## config.mk

```make
export PLATFORM = sky130hd
export DESIGN_NAME = pulse_scan_seq
export DESIGN_NICKNAME = d
export VERILOG_FILES = /design/src/rtl/pulse_scan_seq_pkg.sv /design/src/rtl/pulse_scan_seq_wr.sv /design/src/rtl/pulse_scan_seq.sv
export SDC_FILE = /design/constraint.sdc
export NUM_CORES = 1
export LEC_CHECK = 0
export BUFFER_PORTS_ARGS = -buffer_cell sky130_fd_sc_hd__clkbuf_2
export CORE_MARGIN = 5
export CORE_UTILIZATION = 50
export CTS_BUF_LIST = sky130_fd_sc_hd__clkbuf_4
export DETAILED_ROUTE_END_ITERATION = 6
export PLACE_DENSITY = 0.75
export SLEW_MARGIN = 20
export SYNTH_ARGS = -nofsm -noshare
export SYNTH_HDL_FRONTEND = slang
export SYNTH_SLANG_ARGS = --single-unit
```

## constraint.sdc

```tcl
create_clock -name BUS_CLK -period 4.3 [get_ports BUS_CLK]
set_input_delay 0.215 -clock BUS_CLK [delete_from_list [all_inputs] [get_ports BUS_CLK]]
set_output_delay 0.215 -clock BUS_CLK [all_outputs]
set_load 0.01 [all_outputs]
```

## src/rtl/pulse_scan_seq_pkg.sv

```systemverilog
// Shared definitions for the pulser phase-scan sequencer:
// pulser register map, FSM states and the phase-word helper.
package pulse_scan_seq_pkg;

  localparam int unsigned ADDR_RST    = 0;
  localparam int unsigned ADDR_START  = 1;
  localparam int unsigned ADDR_DELAY  = 3;
  localparam int unsigned ADDR_WIDTH  = 7;
  localparam int unsigned ADDR_REPEAT = 11;
  localparam int unsigned ADDR_PH_LO  = 15;
  localparam int unsigned ADDR_PH_HI  = 16;

  localparam logic [3:0] CFG_BYTES = 4'd12;
  localparam logic [3:0] PH_BYTES  = 4'd2;

  typedef enum logic [3:0] {
    S_IDLE,
    S_WR_CFG,
    S_PHASE,
    S_FIRE,
    S_ARM,
    S_POLL,
    S_CHECK,
    S_GAP,
    S_FINISH
  } state_e;

  function automatic logic [15:0] phase_word(
    input logic [3:0] k
  );
    return 16'hFFFF << k;
  endfunction

endpackage

```

## src/rtl/pulse_scan_seq_wr.sv

```systemverilog
// Byte serialiser: turns a start address, byte count and payload
// into consecutive single-byte writes, one per cycle.
module pg_bus_wr_seq #(
  parameter int unsigned ABUSWIDTH = 16
) (
  input  logic                 clk,
  input  logic                 rst,
  input  logic                 start,
  input  logic                 flush,
  input  logic [ABUSWIDTH-1:0] start_add,
  input  logic [3:0]           count,
  input  logic [111:0]         payload,
  output logic                 wr_nxt,
  output logic [ABUSWIDTH-1:0] add_nxt,
  output logic [7:0]           data_nxt,
  output logic                 busy
);

  logic [3:0]           rem_q, rem_d;
  logic [ABUSWIDTH-1:0] add_q, add_d;
  logic [103:0]         pay_q, pay_d;

  // Outputs describe the write the parent registers for next cycle.
  always_comb begin
    rem_d    = rem_q;
    add_d    = add_q;
    pay_d    = pay_q;
    wr_nxt   = 1'b0;
    add_nxt  = add_q;
    data_nxt = pay_q[7:0];
    if (start) begin
      wr_nxt   = 1'b1;
      add_nxt  = start_add;
      data_nxt = payload[7:0];
      rem_d    = count - 4'd1;
      add_d    = start_add + ABUSWIDTH'(1);
      pay_d    = payload[111:8];
    end else if (flush) begin
      rem_d = '0;
    end else if (rem_q != '0) begin
      wr_nxt = 1'b1;
      rem_d  = rem_q - 4'd1;
      add_d  = add_q + ABUSWIDTH'(1);
      pay_d  = pay_q >> 8;
    end
  end

  assign busy = (rem_q != '0);

  always_ff @(posedge clk) begin
    if (rst) begin
      rem_q <= '0;
      add_q <= '0;
      pay_q <= '0;
    end else begin
      rem_q <= rem_d;
      add_q <= add_d;
      pay_q <= pay_d;
    end
  end

endmodule

```

## src/rtl/pulse_scan_seq.sv

```systemverilog
// Phase-scan sequencer: programs the pulser, then fires and
// polls it once per phase index across the configured range.
module pulse_scan_seq #(
  parameter int unsigned ABUSWIDTH = 16,
  parameter logic [31:0] TIMEOUT   = 32'd1_000_000,
  parameter int unsigned ARM_WAIT  = 8
) (
  input  logic                 BUS_CLK,
  input  logic                 BUS_RST,
  input  logic                 START,
  input  logic                 ABORT,
  input  logic [31:0]          CFG_DELAY,
  input  logic [31:0]          CFG_WIDTH,
  input  logic [31:0]          CFG_REPEAT,
  input  logic [3:0]           CFG_PHASE_FIRST,
  input  logic [3:0]           CFG_PHASE_LAST,
  input  logic [15:0]          CFG_GAP,
  output logic [ABUSWIDTH-1:0] PG_ADD,
  output logic [7:0]           PG_DATA_OUT,
  input  logic [7:0]           PG_DATA_IN,
  output logic                 PG_WR,
  output logic                 PG_RD,
  output logic                 BUSY,
  output logic [3:0]           STEP,
  output logic                 STEP_DONE,
  output logic                 SCAN_DONE,
  output logic                 ERROR
);
  import pulse_scan_seq_pkg::*;

  state_e               state_q, state_d;
  logic [3:0]           step_q, step_d;
  logic [3:0]           last_q, last_d;
  logic [15:0]          gap_q, gap_d;
  logic                 dir_q, dir_d;
  logic                 err_q, err_d;
  logic                 abrt_q, abrt_d;
  logic [15:0]          wait_q, wait_d;
  logic [31:0]          to_q, to_d;
  logic                 pg_wr_q, pg_wr_d;
  logic                 pg_rd_q, pg_rd_d;
  logic [ABUSWIDTH-1:0] pg_add_q, pg_add_d;
  logic [7:0]           pg_data_q, pg_data_d;
  logic                 busy_q, busy_d;
  logic                 sdone_q, sdone_d;
  logic                 scdone_q, scdone_d;

  logic                 ser_start, ser_flush;
  logic [ABUSWIDTH-1:0] ser_add;
  logic [3:0]           ser_cnt;
  logic [111:0]         ser_pay;
  logic                 ser_wr, ser_busy;
  logic [ABUSWIDTH-1:0] ser_add_nxt;
  logic [7:0]           ser_data_nxt;
  logic                 unused_rd;

  assign unused_rd = ^PG_DATA_IN[7:1];

  pg_bus_wr_seq #(
    .ABUSWIDTH(ABUSWIDTH)
  ) u_wr (
    .clk      (BUS_CLK),
    .rst      (BUS_RST),
    .start    (ser_start),
    .flush    (ser_flush),
    .start_add(ser_add),
    .count    (ser_cnt),
    .payload  (ser_pay),
    .wr_nxt   (ser_wr),
    .add_nxt  (ser_add_nxt),
    .data_nxt (ser_data_nxt),
    .busy     (ser_busy)
  );

  always_comb begin
    state_d   = state_q;
    step_d    = step_q;
    last_d    = last_q;
    gap_d     = gap_q;
    dir_d     = dir_q;
    err_d     = err_q;
    abrt_d    = abrt_q;
    wait_d    = wait_q;
    to_d      = to_q;
    sdone_d   = 1'b0;
    scdone_d  = 1'b0;
    ser_start = 1'b0;
    ser_flush = 1'b0;
    ser_add   = ABUSWIDTH'(ADDR_DELAY);
    ser_cnt   = CFG_BYTES;
    ser_pay   = {16'd0, CFG_REPEAT, CFG_WIDTH, CFG_DELAY};
    if (ABORT && state_q != S_IDLE && state_q != S_FINISH) begin
      state_d   = S_FINISH;
      abrt_d    = 1'b1;
      ser_flush = 1'b1;
    end else begin
      unique case (state_q)
        S_IDLE: begin
          if (START) begin
            if (CFG_REPEAT == '0) begin
              err_d    = 1'b1;
              scdone_d = 1'b1;
            end else begin
              err_d     = 1'b0;
              abrt_d    = 1'b0;
              step_d    = CFG_PHASE_FIRST;
              last_d    = CFG_PHASE_LAST;
              gap_d     = CFG_GAP;
              dir_d     = CFG_PHASE_FIRST > CFG_PHASE_LAST;
              state_d   = S_WR_CFG;
              ser_start = 1'b1;
            end
          end
        end
        S_WR_CFG: begin
          if (!ser_busy) begin
            state_d   = S_PHASE;
            ser_start = 1'b1;
            ser_add   = ABUSWIDTH'(ADDR_PH_LO);
            ser_cnt   = PH_BYTES;
            ser_pay   = {96'd0, phase_word(step_q)};
          end
        end
        S_PHASE: begin
          if (!ser_busy) state_d = S_FIRE;
        end
        S_FIRE: begin
          wait_d  = '0;
          to_d    = '0;
          state_d = (ARM_WAIT == 0) ? S_POLL : S_ARM;
        end
        S_ARM: begin
          to_d = to_q + 32'd1;
          if (wait_q == 16'(ARM_WAIT - 1)) state_d = S_POLL;
          else wait_d = wait_q + 16'd1;
        end
        S_POLL: begin
          to_d    = to_q + 32'd1;
          state_d = S_CHECK;
        end
        S_CHECK: begin
          to_d = to_q + 32'd1;
          if (PG_DATA_IN[0]) begin
            sdone_d = 1'b1;
            wait_d  = '0;
            state_d = S_GAP;
          end else if (to_q >= TIMEOUT) begin
            err_d   = 1'b1;
            state_d = S_FINISH;
          end else begin
            state_d = S_POLL;
          end
        end
        S_GAP: begin
          // Gap of 0 or 1 both leave after a single cycle.
          if (({1'b0, wait_q} + 17'd1) >= {1'b0, gap_q}) begin
            if (step_q == last_q) begin
              state_d = S_FINISH;
            end else begin
              step_d    = dir_q ? step_q - 4'd1 : step_q + 4'd1;
              state_d   = S_PHASE;
              ser_start = 1'b1;
              ser_add   = ABUSWIDTH'(ADDR_PH_LO);
              ser_cnt   = PH_BYTES;
              ser_pay   = {96'd0, phase_word(step_d)};
            end
          end else begin
            wait_d = wait_q + 16'd1;
          end
        end
        S_FINISH: begin
          state_d  = S_IDLE;
          abrt_d   = 1'b0;
          scdone_d = 1'b1;
        end
        default: state_d = S_IDLE;
      endcase
    end

    // Bus outputs are decoded from the next state and registered.
    pg_wr_d   = ser_wr || state_d == S_FIRE ||
                (state_d == S_FINISH && (err_d || abrt_d));
    pg_rd_d   = (state_d == S_POLL);
    pg_add_d  = ABUSWIDTH'(ADDR_RST);
    pg_data_d = '0;
    if (ser_wr) begin
      pg_add_d  = ser_add_nxt;
      pg_data_d = ser_data_nxt;
    end else if (state_d == S_FIRE || state_d == S_POLL) begin
      pg_add_d = ABUSWIDTH'(ADDR_START);
    end
    busy_d = (state_d != S_IDLE);
  end

  always_ff @(posedge BUS_CLK) begin
    if (BUS_RST) begin
      state_q   <= S_IDLE;
      step_q    <= '0;
      last_q    <= '0;
      gap_q     <= '0;
      dir_q     <= 1'b0;
      err_q     <= 1'b0;
      abrt_q    <= 1'b0;
      wait_q    <= '0;
      to_q      <= '0;
      pg_wr_q   <= 1'b0;
      pg_rd_q   <= 1'b0;
      pg_add_q  <= '0;
      pg_data_q <= '0;
      busy_q    <= 1'b0;
      sdone_q   <= 1'b0;
      scdone_q  <= 1'b0;
    end else begin
      state_q   <= state_d;
      step_q    <= step_d;
      last_q    <= last_d;
      gap_q     <= gap_d;
      dir_q     <= dir_d;
      err_q     <= err_d;
      abrt_q    <= abrt_d;
      wait_q    <= wait_d;
      to_q      <= to_d;
      pg_wr_q   <= pg_wr_d;
      pg_rd_q   <= pg_rd_d;
      pg_add_q  <= pg_add_d;
      pg_data_q <= pg_data_d;
      busy_q    <= busy_d;
      sdone_q   <= sdone_d;
      scdone_q  <= scdone_d;
    end
  end

  assign PG_WR       = pg_wr_q;
  assign PG_RD       = pg_rd_q;
  assign PG_ADD      = pg_add_q;
  assign PG_DATA_OUT = pg_data_q;
  assign BUSY        = busy_q;
  assign STEP        = step_q;
  assign STEP_DONE   = sdone_q;
  assign SCAN_DONE   = scdone_q;
  assign ERROR       = err_q;

endmodule

```

== Word-level counts from Yosys, hierarchy flattened ==
Cells that the tools add are included.

* Register bits: 232

* Shift-type cells: 2
* Equality and inequality tests: 22
* Bitwise gates (word level): 4
* $lt $le $gt $ge: 3
* Muxes and demuxes: 74
* $add $sub $neg: 9
* Reductions and logical operators: 26

{| class="wikitable"
|+ Operator list
! kind !! count
|-
| 2-to-1 mux 96 bit || 4
|-
| 2-to-1 mux 104 bit || 3
|-
| one-hot mux 96 bit (2 select lines) || 1
|-
| 2-to-1 mux 16 bit || 8
|-
| 2-to-1 mux 4 bit || 26
|-
| one-hot mux 16 bit (4 select lines) || 1
|-
| one-hot mux 32 bit (2 select lines) || 1
|-
| adder 16 x 1 -> 16 bit (second input constant) || 2
|-
| adder 32 x 1 -> 32 bit (second input constant) || 1
|-
| >= comparator 32 x 20 -> 1 bit (second input constant) || 1
|-
| logical NOT 32 bit || 1
|-
| one-hot mux 4 bit (8 select lines) || 1
|-
| left shift 16 x 4 -> 16 bit (first input constant) || 2
|-
| one-hot mux 4 bit (2 select lines) || 3
|-
| 2-to-1 mux 1 bit || 21
|-
| equality test 4 x 3 -> 1 bit (second input constant) || 5
|-
| adder 16 x 1 -> 17 bit (second input constant) || 1
|-
| >= comparator 17 x 16 -> 1 bit || 1
|-
| equality test 16 x 3 -> 1 bit (second input constant) || 1
|-
| != test 2 bit (second input constant) || 8
|-
| nonzero test 4 bit || 4
|-
| equality test 4 x 2 -> 1 bit (second input constant) || 3
|-
| subtractor 4 x 1 -> 4 bit (second input constant) || 3
|-
| equality test 4 bit (second input constant) || 2
|-
| other kinds (21) || 36
|}

== Depth between registers and ports, before layout ==
Gate-level depths: netlist (run 1).

* Depth after elaboration: 9
* Depth in mapped cells: 19
* Depth with buffers taken out: 15

== Modules after synthesis ==
Synthesis (run 1) repeated with hierarchy kept, for this count alone.

* Cells, all modules: 1621
* Area, all modules: 12620.9 um2

{| class="wikitable"
|+ Modules (own cells, without submodules)
! module !! cells each !! sequential area each (um2) !! area each (um2) !! instances
|-
| pulse_scan_seq || 856 || 2162.1 || 6570.1 || 1
|-
| pg_bus_wr_seq || 765 || 2482.4 || 6050.8 || 1
|}

== Least setup slack after synthesis (run 1) ==
Ideal clock, no wire load.

* Kind: register to register
* Start: register wait_q[0]
* End: register u_wr.rem_q[2]
* Buffers on the path: 2
* Stages on the path, launching flop included: 18
* Clock period less this slack: 4.145 ns
* Library setup time: 0.115 ns
* Data required time: 4.185 ns
* Path slack: 0.155 ns
* Arrival time: 4.031 ns
* Cell sequence: dfxtp_1 ha_1 and3_1 buf_2 and3_1 buf_4 nor2b_1 nand3_1 xnor2_1 ha_1 a21o_1 a221oi_1 o211ai_1 a31oi_1 nor2_1 ha_1 nor2_1 a2111oi_0

* Word-level cells in the longest chain between the ends: 7
* Elaborated cells between the ends (all ways): 11
* Those cells by class: add/sub (2); order compare (1); mux (7); reduce/logical (1)

{| class="wikitable"
|+ Ends and longest elaborated chain
! element !! line !! RTL
|-
| from (decl) || pulse_scan_seq.sv:38 || <nowiki>logic [15:0] wait_q, wait_d;</nowiki>
|-
| from (signal assigned) || pulse_scan_seq.sv:221 || <nowiki>wait_q <= wait_d;</nowiki>
|-
| adder 16 x 1 -> 17 bit * || pulse_scan_seq.sv:156 || <nowiki>if (({1'b0, wait_q} + 17'd1) >= {1'b0, gap_q}) begin</nowiki>
|-
| >= comparator 17 x 16 -> 1 bit * || pulse_scan_seq.sv:156 ||
|-
| 2-to-1 mux 4 bit || pulse_scan_seq.sv:156 ||
|-
| one-hot mux 4 bit (2 select lines) || pulse_scan_seq.sv:97 || <nowiki>unique case (state_q)</nowiki>
|-
| 2-to-1 mux 4 bit || pulse_scan_seq.sv:92 || <nowiki>if (ABORT && state_q != S_IDLE && state_q != S_FINISH) begin</nowiki>
|-
| subtractor 4 x 1 -> 4 bit || pulse_scan_seq_wr.sv:35 || <nowiki>rem_d = count - 4'd1;</nowiki>
|-
| 2-to-1 mux 4 bit || pulse_scan_seq_wr.sv:31 || <nowiki>if (start) begin</nowiki>
|-
| to (signal assigned) || pulse_scan_seq_wr.sv:56 || <nowiki>rem_q <= rem_d;</nowiki>
|-
| to (decl) || pulse_scan_seq_wr.sv:19 || <nowiki>logic [3:0] rem_q, rem_d;</nowiki>
|}

Mark *: on every way between the ends. The rest lies on a longest branch, timed or not.
A chain may end at the register's enable or synchronous reset.

== Worst setup path in the final report (run 1) ==
* Start: register wait_q[0]
* End: register u_wr.pay_q[70]

* Word-level cells in the longest chain between the ends: 7
* Elaborated cells between the ends (all ways): 12
* Those cells by class: add/sub (1); order compare (1); eq/ne (1); mux (7); reduce/logical (2)

{| class="wikitable"
|+ Ends and longest elaborated chain
! element !! line !! RTL
|-
| adder 16 x 1 -> 17 bit * || pulse_scan_seq.sv:156 ||
|-
| >= comparator 17 x 16 -> 1 bit * || pulse_scan_seq.sv:156 ||
|-
| 2-to-1 mux 1 bit || pulse_scan_seq.sv:156 ||
|-
| one-hot mux 1 bit (3 select lines) || pulse_scan_seq.sv:97 ||
|-
| 2-to-1 mux 1 bit || pulse_scan_seq.sv:92 ||
|-
| != test 2 bit (no line) or nonzero test 2 bit (tied branches) || -- ||
|-
| AND reduction 2 bit (no line) || -- ||
|-
| to (signal assigned) || pulse_scan_seq_wr.sv:58 || <nowiki>pay_q <= pay_d;</nowiki>
|-
| to (decl) || pulse_scan_seq_wr.sv:21 || <nowiki>logic [103:0] pay_q, pay_d;</nowiki>
|}

Marks and branches as above.

==> impl_results.md, run 1 <==
- First-pass detailed-route iteration total: 7
- Post-synth EDFFs: 0
- Max H-tree Level: 2
- Die ar.: 23400 um^2
- Worst-path clk slew: 0.08 ns
- IR drop worst, VDD: 0.3404 mV
- Clk sink count: 216
- Largest net degree at the start of global routing: 77
- Netlist Area Pre-Place: 10220 um^2
- CP Data Arrival Time: 4.58 ns
- Sequential Area: 4324 um^2
- Crit Path Class: reg2reg
- Post-route minimum period: 4.011 ns
- Yosys warnings: 0
- Drt wl/cell: 17.83 um
- Width of the die: 153.0 um
- CTS buffer count: 56
- IO buf count: 158
- HP Class: in2reg
- IO Pins: 166
- Root Buffer: clkbuf_4
- RSZ-0062 raised after global routing: no
- Static leakage: 0.005516 uW
- DRC Markers: 17
- Post-synth net total: 1377
- Post-synth top flop: dfxtp_1
- Ys async rst share: 0%
- Total global routing overflow: 0
- Via Count: 10740
- Status: complete, but fails checks
- Max-Cap Viols: 0
- CTS Buffer Depth: 3
- Share of the synthesized area in the top cell type: 42.31%
- Layout cells sized above 1: 19.31%
- Routability congestion estimate: 0.8928
- Startpoint class of the critical path: flop
- Critical path required time: 4.87 ns
- Area occupied by multi-input gates: 5451 um^2
- # setup viols final: 0
- Crit end category: flop
- Initial DRC count: 1290
- Final core occ: 65.64%
- Area grow syn2layout: 29.54%
- Setup Skew: 0.05566 ns
- Failing checks: DRC
- Initial Utilization: 50.67%
- Power density over cell area: 588.8 nW/um^2
- Max-slew headroom: 35.13%
- First-pass GRT wire length: 52030 um
- Vias per inst: 5.931
- Setup TNS: 0 ns
- Die height: 153.0 um
- Total GRT Usage: 26.28%
- Max FO, Critical Path: 29
- Period utilisation layout: 93.27%
- Seq cells post-synth: 216
- WL final: 32270 um
- Detail Placement HPWL: 19690 um
- FF-to-FF setup slack: 0.29 ns
- Fill cells: 1631
- Nets: 1661
- Max Clk Rate: 249.3 MHz
- Seq/Total Area, Yosys: 42.31%
- Fin. max-slew vios: 0
- Final hold vios: 0
- Initial antenna violation count: 3
- Syn Inst Count: 1214
- Area leader, netlist: dfxtp_1
- Cell Rows: 52
- Avg Inst Size Synth: 8.418 um^2
- Netlist cell types: 66
- Antenna violation net count after detailed routing: 0
- Main area contributors after synthesis: dfxtp_1 (42%), nor2_1 (6.8%), a222oi_1 (6.4%)
- CTS tree: done
- Core region area: 20170 um^2
- Worst-skew pair later-pin latency: 0.71 ns
- Worst slew pin tran: 0.9720 ns
- Overall Power: 7796 uW
- Vias in the first global route: 10340
[cell type report]
cell class | count | share of cell area [%]
antenna | 2 | 0.03780
clock buffer | 77 | 4.366
clock inverter | 21 | 0.7183
inverter | 34 | 0.9640
multi-input combinational | 878 | 41.18
sequential | 216 | 32.66
tap | 270 | 2.552
timing repair buffer | 312 | 17.52
[final timing paths]
check / end / startpoint / cells after the start
worst min register to register: gap_q[1]$_SDFFE_PP0P_ / gap_q[1]$_SDFFE_PP0P_ / 2
worst max-delay path: u_wr.pay_q[70]$_SDFFE_PP0P_ / wait_q[0]$_SDFFE_PP0P_ / 16
worst min-delay path: u_wr.pay_q[66]$_SDFFE_PP0P_ / BUS_RST / 2
worst max register to register: u_wr.pay_q[70]$_SDFFE_PP0P_ / wait_q[0]$_SDFFE_PP0P_ / 16
[cell families after synthesis]
family	count (synthesis)	synth area share, %
xor+xnor	65	5.571
buf+inv	120	5.007
fa+ha+maj	31	3.869
flops	216	42.31
compound gates	304	21.36
simple gates	478	21.88
[sequential cells by signal (all words and copies together) (netlist names), 8 cells and up]
name / count
PG_ADD: 16
PG_DATA_OUT: 8
gap_q: 16
to_q: 32
u_wr.add_q: 16
u_wr.pay_q: 88
wait_q: 16
[report_power, final]
part           internal [uW]  leakage (uW)  switching, uW
logic                   1320       0.00335           2030
registers               2420       0.00176            327
clock network            833      0.000402            872
[worst max-delay path: stages, from the launching register on]
cell,delay [ns]
dfxtp_1,0.39
ha_2,0.25
and3_1,0.18
and3_1,0.24
nor2b_1,0.21
nand3_1,0.11
xnor2_1,0.15
ha_1,0.31
and3_1,0.20
nand2_1,0.12
o211a_2,0.33
o31ai_4,0.38
o21ai_4,0.10
buf_12,0.21
buf_12,0.16
a222oi_1,0.47
nor2_1,0.08
[cell usage in the layout, fill, tap and decap left out, drive strengths merged, types with 4 or more instances in the layout]
cell type,n
o211ai,8
a222oi,65
o21ai,53
inv,34
nor4,16
nand2,113
nand3,31
a31oi,15
and3,37
clkbuf,234
nor2b,9
o2111ai,6
nand4,19
and4,7
nor3b,10
dlygate4sd3,118
buf,37
xnor2,33
a211oi,12
or3,6
a22oi,13
a221oi,14
nand3b,6
nand2b,6
ha,30
and2,8
xor2,32
clkinv,20
a21oi,78
dfxtp,216
nor2,186
nor3,19
o31ai,4
[synthesized netlist by cell type, types with 4 or more instances]
| library cell | n |
|---|---|
| a211oi_1 | 12 |
| nand2_1 | 113 |
| inv_1 | 34 |
| o21ai_1 | 4 |
| a31oi_1 | 14 |
| buf_2 | 13 |
| a21oi_1 | 78 |
| and2_1 | 7 |
| nor2b_1 | 9 |
| ha_1 | 30 |
| nand3_1 | 30 |
| a222oi_1 | 65 |
| nor3_1 | 19 |
| nand4_1 | 19 |
| nand3b_1 | 6 |
| nor3b_1 | 10 |
| a221oi_1 | 14 |
| dfxtp_1 | 216 |
| or3_1 | 6 |
| o211ai_1 | 8 |
| xnor2_1 | 33 |
| nor2_1 | 185 |
| and3_1 | 37 |
| clkbuf_1 | 65 |
| nor4_1 | 16 |
| o21ai_0 | 48 |
| o2111ai_1 | 6 |
| nand2b_1 | 6 |
| a22oi_1 | 13 |
| and4_1 | 7 |
| buf_6 | 5 |
| xor2_1 | 32 |
[metrics by stage]
step                      cells  hold slack, ns  cell area, um^2  setup WS, ns
after floorplan            1214          0.3510            10220        0.1548
after global placement     1589          0.4425            11330        0.2915
after detailed placement   1589          0.4436            11330        0.1794
after CTS                  1805        0.006393            13180        0.1247
after global routing       1810         0.03450            13240       0.01178
final                      1810         0.05781            13240        0.2895
[what timing repair did]
action	4_1_cts	5_1_grt
resized for setup	0	7
hold buffers	118	0
endpoints found under the hold margin	119	0
endpoints found under the setup margin	0	86
setup buffers	0	3
[layer usage]
metal	GRT usage, %	vias up	part of all wire, %
li1	-	5042	-
met1	32.33	4978	39
met2	44.09	589	49
met3	6.220	125	8.5
met4	11.41	2	4.1
met5	0	-	0.034
Power figures use the tool's default switching activity.
==> inputs of run 2 (changes only) <==
Settings changed: CTS_CLUSTER_SIZE from default to 20, PLACE_DENSITY 0.75 to 0.73, SLEW_MARGIN 20 to default, SYNTH_HIERARCHICAL from default to 1.
==> run 2 against run 1 <==
- the flow now finishes without violations
- via count up 21%
- sequential cell count increased by 16
- area after synthesis increased by 23%
- hold slack gained 0.0094 ns
- worst setup slack got worse by 0.29 ns
- clock power grew 28%
- clock skew increased by 0.0074 ns
- fmax decreased by 6.7%
- routed wire length up 14%
- critical path type unchanged
- largest cell class unchanged
- largest power group unchanged
==> impl_results.md, run 2 <==
- Placed Instances: 2094
- Layout cells sized above 1: 20.36%
- Clk sink count: 232
- Netlist Area Pre-Place: 12620 um^2
- Final hold slack: 0.06723 ns
- Mux contribution to synthesized area: 2.359%
- Max Clk Rate: 232.8 MHz
- Status: finished, final reports clean
- Period utilisation layout: 99.91%
- Commonest non-fill, non-tap cells in the layout: nand2_1 (284), dfxtp_1 (225), nor2_1 (211), clkbuf_2 (157), and2_1 (110)
- Max H-tree Level: 3
- Max-Cap Viols: 0
- Post-synthesis simple-gate area fraction: 29.47%
- WL final: 36800 um
- First-pass GRT wire length: 58770 um
- Setup TNS: 0 ns
- Initial Utilization: 50.41%
- Netlist cell types: 84
- Crit-path max cell delay: 0.38 ns
- Max FFs per register: 104
- Total GRT Usage: 24.34%
- Static leakage: 0.006726 uW
- Post-synth top flop: dfxtp_1
- Slowest CP cell: dfxtp_4
- Most frequent cell after synthesis: nand2_1
- Post-route minimum period: 4.296 ns
- Ys async rst share: 0%
- Seq cells post-synth: 232
- Critical path required time: 4.86 ns
- CTS tree: done
- Initial antenna violation count: 1
- CTS buffer count: 66
- Die ar.: 28520 um^2
- Detail Placement HPWL: 22770 um
- Crit end category: flop
- Seq/Total Area, Yosys: 36.80%
- CTS Buffer Depth: 3
- Root Buffer: clkbuf_4
- Worst slew pin tran: 1.088 ns
- Width of the die: 168.9 um
- Final core occ: 65.16%
- Yosys warnings: 6
- Share of the synthesized area in the top cell type: 36.80%
- Startpoint class of the critical path: flop
- Register name with the most flops: u_wr/pay_q
- Power density over cell area: 669.8 nW/um^2
- Total global routing overflow: 0
- Setup Skew: 0.06309 ns
- Main area contributors after synthesis: dfxtp_1 (37%), nand2_1 (8.6%), a311oi_1 (6.9%)
- Core region area: 25040 um^2
- Worst-skew pair later-pin latency: 0.68 ns
- Worst-path clk slew: 0.07 ns
- Drt wl/cell: 15.73 um
- Synth Area in Adders: 3.133%
- Max-slew headroom: 27.00%
- Syn Inst Count: 1621
- RSZ-0062 raised after global routing: yes
- Main combinational cell family by area after synthesis: simple AND/OR/NAND/NOR gates
- Synth Area in Compound Gates: 18.54%
- CP Data Arrival Time: 4.86 ns
- XOR/XNOR Fraction of Synth Area: 4.233%
- Worst path cell trace: ha_4 -> nand4_4 -> nor3_4 -> buf_4 -> xor2_1 -> ha_1 -> nand4_1 -> buf_4 -> nor2_2 -> a221oi_4 -> a41oi_2 -> nand2_1 -> a21o_2 -> nand2_4 -> mux2_4 -> ha_4 -> nand4b_1 -> buf_4 -> a22oi_2 -> and2_4 -> o311ai_1
- Area leader, netlist: dfxtp_1
- Critical Path Most Common Cell: buf_4
- Post-synth EDFFs: 0
- IO Pins: 166
- IO buf count: 158
- DRC Markers: 0
- Routability congestion estimate: 0.8788
- Antenna violation net count after detailed routing: 0
- Via Count: 12950
- Commonest non-fill, non-tap cell in the layout: nand2_1
- HP Class: in2reg
- Cell Rows: 58
- Final std cells w/o fill: 2340
- Die height: 168.9 um
- # setup viols final: 0
- Initial DRC count: 1089
- Largest net degree at the start of global routing: 91
- Area grow syn2layout: 29.26%
- Max FO, Critical Path: 6
- IR drop worst, VDD: 0.4453 mV
- Crit Path Class: reg2reg
- Most frequent cells after synthesis: nand2_1 (288), dfxtp_1 (232), nor2_1 (212), and2_1 (111), a311oi_1 (99)
- Nets: 2127
- Avg Inst Size Synth: 7.786 um^2
- Final hold vios: 0
- Vias in the first global route: 12350
- Largest regs: u_wr/pay_q (104), to_q (32)
- Vias per inst: 5.534
- First-pass detailed-route iteration total: 5
- Fin. max-slew vios: 0
run 2: cell type report:
type,instances,area (um^2)
diodes,1,2.502
clock buffers,93,698.2
clock inverters,20,183.9
fillers,2106,8723
inverters,48,185.2
multi-input cells,1282,7710
flip-flops and latches,232,4663
well taps,330,412.9
repair buffers,334,2457
run 2: critical path, delay by kind of cell (launching register included):
kind / cells / cell delay, ns
adder cells (fa/ha/maj): 3 / 0.60
AO/OA/AOI/OAI: 5 / 0.98
flip-flops: 1 / 0.38
AND/OR/NAND/NOR: 8 / 1.21
XOR/XNOR: 1 / 0.17
multiplexers: 1 / 0.35
buffers and inverters: 3 / 0.48
run 2: worst paths after layout:
kind	slack, ns	startpoint	to	cells past startpoint
max	0.004	wait_q[1]$_SDFFE_PP0P_	u_wr/add_q[14]$_SDFFE_PP0P_	21
min	0.07	CFG_DELAY[1]	PG_DATA_OUT[1]$_SDFF_PP0_	4
max reg2reg	0.004	wait_q[1]$_SDFFE_PP0P_	u_wr/add_q[14]$_SDFFE_PP0P_	21
min reg2reg	0.44	u_wr/pay_q[102]$_SDFFE_PP0P_	u_wr/pay_q[94]$_SDFFE_PP0P_	2
run 2: kinds of logic (layout without fill, tap and decap cells):
family          after synthesis  in the layout
fa+ha+maj                    31             31
compound gates              320            320
other cells                   2             52
buf+inv                     156            495
simple gates                792            792
mux                          27             27
flops                       232            232
xor+xnor                     61             61
run 2: layer usage:
metal  global-route usage (%)  wire length (um)  up-vias
met5                        0                 0        -
met4                    10.90              1236        0
met3                    4.134              1933       98
met2                    41.40             18100      427
met1                    30.28             15530     6072
li1                         -                 -     6352
run 2: what timing repair did:
item,CTS,global route
setup buffers,0,23
hold buffers,109,0
gates resized for setup,1,27
setup endpoints to repair,1,70
pin swaps,0,24
endpoints found under the hold margin,110,0
run 2: per-stage QoR:
| stage | instance area (um^2) | total power [uW] | setup WS (ns) |
|---|---|---|---|
| after floorplan | 12960 | 7154 | -0.1242 |
| final | 16310 | 10930 | 0.003713 |
| after CTS | 16010 | 10740 | 0.002114 |
| after global placement | 14030 | 8323 | 0.1702 |
| after global routing | 16310 | 11690 | -0.1934 |
| after detailed placement | 14030 | 8430 | 0.04536 |
run 2: power by group:
| group | switching (uW) | total (uW) | internal, uW |
|---|---|---|---|
| clock network | 948 | 2180 | 1240 |
| registers | 476 | 3390 | 2910 |
| logic | 3270 | 5350 | 2080 |
| total | 4690 | 10900 | 6230 |
==> inputs of run 3 (changes only) <==
Settings changed: ABC_AREA from default to 1, CORE_UTILIZATION 50 to 55, PLACE_DENSITY 0.73 to 0.79.
==> run 3 against run 2 <==
- clock power down 7%
- die area is 6.6% lower
- critical endpoint is now u_wr/add_q[10]$_SDFFE_PP0P_
- critical path depth up 10
==> impl_results.md, run 3 <==
- Status: finished, final reports clean
- Slowest CP cell: dfxtp_2
- Max-slew headroom: 40.13%
- Startpoint class of the critical path: flop
- Reg2reg end: u_wr/add_q[10]$_SDFFE_PP0P_
- Seq/Total Area, Yosys: 35.98%
- Fill cells: 1949
- CP Data Arrival Time: 4.68 ns
- Most frequent cell after synthesis: nand2_1
- Hold Crit Start: CFG_PHASE_FIRST[3]
- FF-to-FF setup slack: 0.18 ns
- Core region area: 23260 um^2
- Detail Placement HPWL: 22680 um
- Yosys warnings: 6
- Root Buffer: clkbuf_4
- Max Clk Rate: 242.8 MHz
- Crit Path Class: reg2reg
- Max-Cap Viols: 0
- Area grow syn2layout: 26.12%
- Largest net degree at the start of global routing: 86
- Commonest non-fill, non-tap cells in the layout: nand2_1 (622), inv_1 (302), dfxtp_1 (226), clkbuf_2 (157), nor2_1 (154)
- IO buf count: 158
- Most frequent cells after synthesis: nand2_1 (630), inv_1 (305), dfxtp_1 (232), nor2_1 (160), a21oi_1 (106)
- Drt wl/cell: 13.73 um
- Psw: 3809 uW
- Layout cells sized above 1: 16.67%
- Die height: 163.2 um
- Worst slew pin tran: 0.8980 ns
- Largest regs: u_wr/pay_q (104), to_q (32)
- Crit end category: flop
- Netlist Area Pre-Place: 12910 um^2
- CTS buffer count: 66
- Crit-path max cell delay: 0.36 ns
- CP startpoint: wait_q[4]$_SDFFE_PP0P_
- IO Pins: 166
- HP Class: in2reg
- IR drop worst, VDD: 0.3947 mV
- Die ar.: 26630 um^2
- Hold path depth: 5
- Commonest non-fill, non-tap cell in the layout: nand2_1
- Avg Inst Size Synth: 6.529 um^2
- Via Count: 13620
- CTS Buffer Depth: 3
- Main area contributors after synthesis: dfxtp_1 (36%), nand2_1 (18%), inv_1 (8.9%)
- Total global routing overflow: 0
- Vias per inst: 5.114
- Post-synth top flop: dfxtp_1
- Vias in the first global route: 13060
- Routability congestion estimate: 0.8951
- Post-synth EDFFs: 0
- Max FO, Critical Path: 7
- Reg2reg path depth: 31
- Share of total power in sequential cells: 33.1%
- Max H-tree Level: 3
- RR Startpoint: wait_q[4]$_SDFFE_PP0P_
- Nets: 2462
- Final std cells w/o fill: 2663
- Final core occ: 69.99%
- Period utilisation layout: 95.78%
- Share of the synthesized area in the top cell type: 35.98%
- Antenna violation net count after detailed routing: 0
- First-pass detailed-route iteration total: 6
- Sw frac: 42.41%
- Worst-path clk slew: 0.06 ns
- Placed Instances: 2428
- Seq cells post-synth: 232
- Power density over cell area: 551.7 nW/um^2
- Ys async rst share: 0%
- WL final: 36580 um
- Clk sink count: 232
- Combinational Power Share: 44.4%
- Critical Path Most Common Cell: nand2_2
- End of the worst hold path: STEP[3]$_SDFFE_PP0P_
- Max FFs per register: 104
- Initial DRC count: 1176
- Int Power: 5173 uW
- Worst-skew pair later-pin latency: 0.67 ns
- Initial antenna violation count: 2
- Clock Power Share: 22.5%
- Static leakage: 0.007812 uW
- Post-route minimum period: 4.119 ns
- Register name with the most flops: u_wr/pay_q
- Syn Inst Count: 1977
- Critical path required time: 4.86 ns
- Final hold vios: 0
- CTS tree: done
- # setup viols final: 0
- Cell Rows: 56
- First-pass GRT wire length: 59150 um
- DRC Markers: 0
- Initial Utilization: 55.49%
- Total GRT Usage: 26.38%
- Netlist cell types: 55
- Area leader, netlist: dfxtp_1
- Setup Skew: 0.06474 ns
- Width of the die: 163.2 um
- Fin. max-slew vios: 0
## run 3: changes by cell type after synthesis, sizes merged, moves of 28 or more
cell,delta
nand2,+365
clkbuf,-31
a31oi,+79
nor2,-35
and2,-111
a311oi,-99
inv,+268
o21ai,+44
a21oi,+28
## run 3: worst max-delay path: cells and delay by family, from the launching register on
family,cells,cell delay [ns]
flops,1,0.36
simple gates,18,1.85
xor+xnor,1,0.23
buf+inv,6,0.49
compound gates,4,0.55
fa+ha+maj,2,0.51
## run 3: kinds of logic after synthesis
group / count (synthesis) / share of synthesized area, %
xor+xnor: 32 / 2.171
fa+ha+maj: 31 / 3.063
other cells: 2 / 0.05818
simple gates: 938 / 30.54
buf+inv: 401 / 12.73
flops: 232 / 35.98
compound gates: 341 / 15.46
## run 3: repair_timing
item	CTS	global route
endpoints found under the setup margin	3	148
hold endpoints to repair	113	0
gates cloned	0	2
gates resized for setup	3	45
pin swaps	0	16
hold buffers	113	0
setup buffers	0	7
## run 3: through the flow
step	worst slack [ns]	power (uW)	TNS [ns]	area (um^2)	hold WS (ns)
after detailed placement	-0.03068	6645	-0.06523	14040	0.4581
after global placement	0.1518	6584	0	14040	0.4475
final	0.1814	8982	0	16280	0.04927
after global routing	-0.1072	9690	-1.969	16280	0.03248
after CTS	0.02593	8790	0	16000	0.002992
after floorplan	0.07582	5747	0	13030	0.3098
## run 3: how the worst max path moves through the flow
stage | slack, ns | endpoint | cells past startpoint
6_report | 0.18 | u_wr/add_q[10]$_SDFFE_PP0P_ | 31
5_1_grt | -0.11 | u_wr/add_q[14]$_SDFFE_PP0P_ | 33
4_1_cts | 0.03 | u_wr/add_q[14]$_SDFFE_PP0P_ | 35
3_5_place_dp | -0.03 | u_wr/add_q[14]$_SDFFE_PP0P_ | 35
3_3_place_gp | 0.15 | u_wr/add_q[14]$_SDFFE_PP0P_ | 35
2_1_floorplan | 0.08 | u_wr/add_q[8]$_SDFFE_PP0P_ | 34
## run 3: power groups by stage
| stage | combinational, uW | clock, uW | sequential, uW |
|---|---|---|---|
| global route | 4460 | 2210 | 3020 |
| CTS | 3750 | 2070 | 2960 |
| finish | 3990 | 2020 | 2970 |
| floorplan | 2760 | 0 | 2990 |
| global placement | 3590 | 0 | 2990 |
| detailed placement | 3640 | 0 | 3000 |
## run 3: area by class of cell
| cell class | count | area [um^2] | area share, % |
|---|---|---|---|
| antenna | 4 | 10.01 | 0.06148 |
| clock buffer | 89 | 668.1 | 4.104 |
| clock inverter | 20 | 141.4 | 0.8684 |
| inverter | 317 | 1197 | 7.355 |
| multi-input combinational | 1375 | 6887 | 42.30 |
| sequential | 232 | 4657 | 28.60 |
| tap | 319 | 399.1 | 2.452 |
| timing repair buffer | 307 | 2321 | 14.26 |
## run 3: per-layer routing
layer | wire length [um] | share of wire, % | track usage (%) | vias up
met5 | 0 | 0 | 0 | -
met4 | 1558 | 4.3 | 14.22 | 0
met3 | 1997 | 5.5 | 4.820 | 134
met2 | 18100 | 49 | 46.23 | 507
met1 | 14920 | 41 | 30.50 | 6095
li1 | - | - | - | 6882
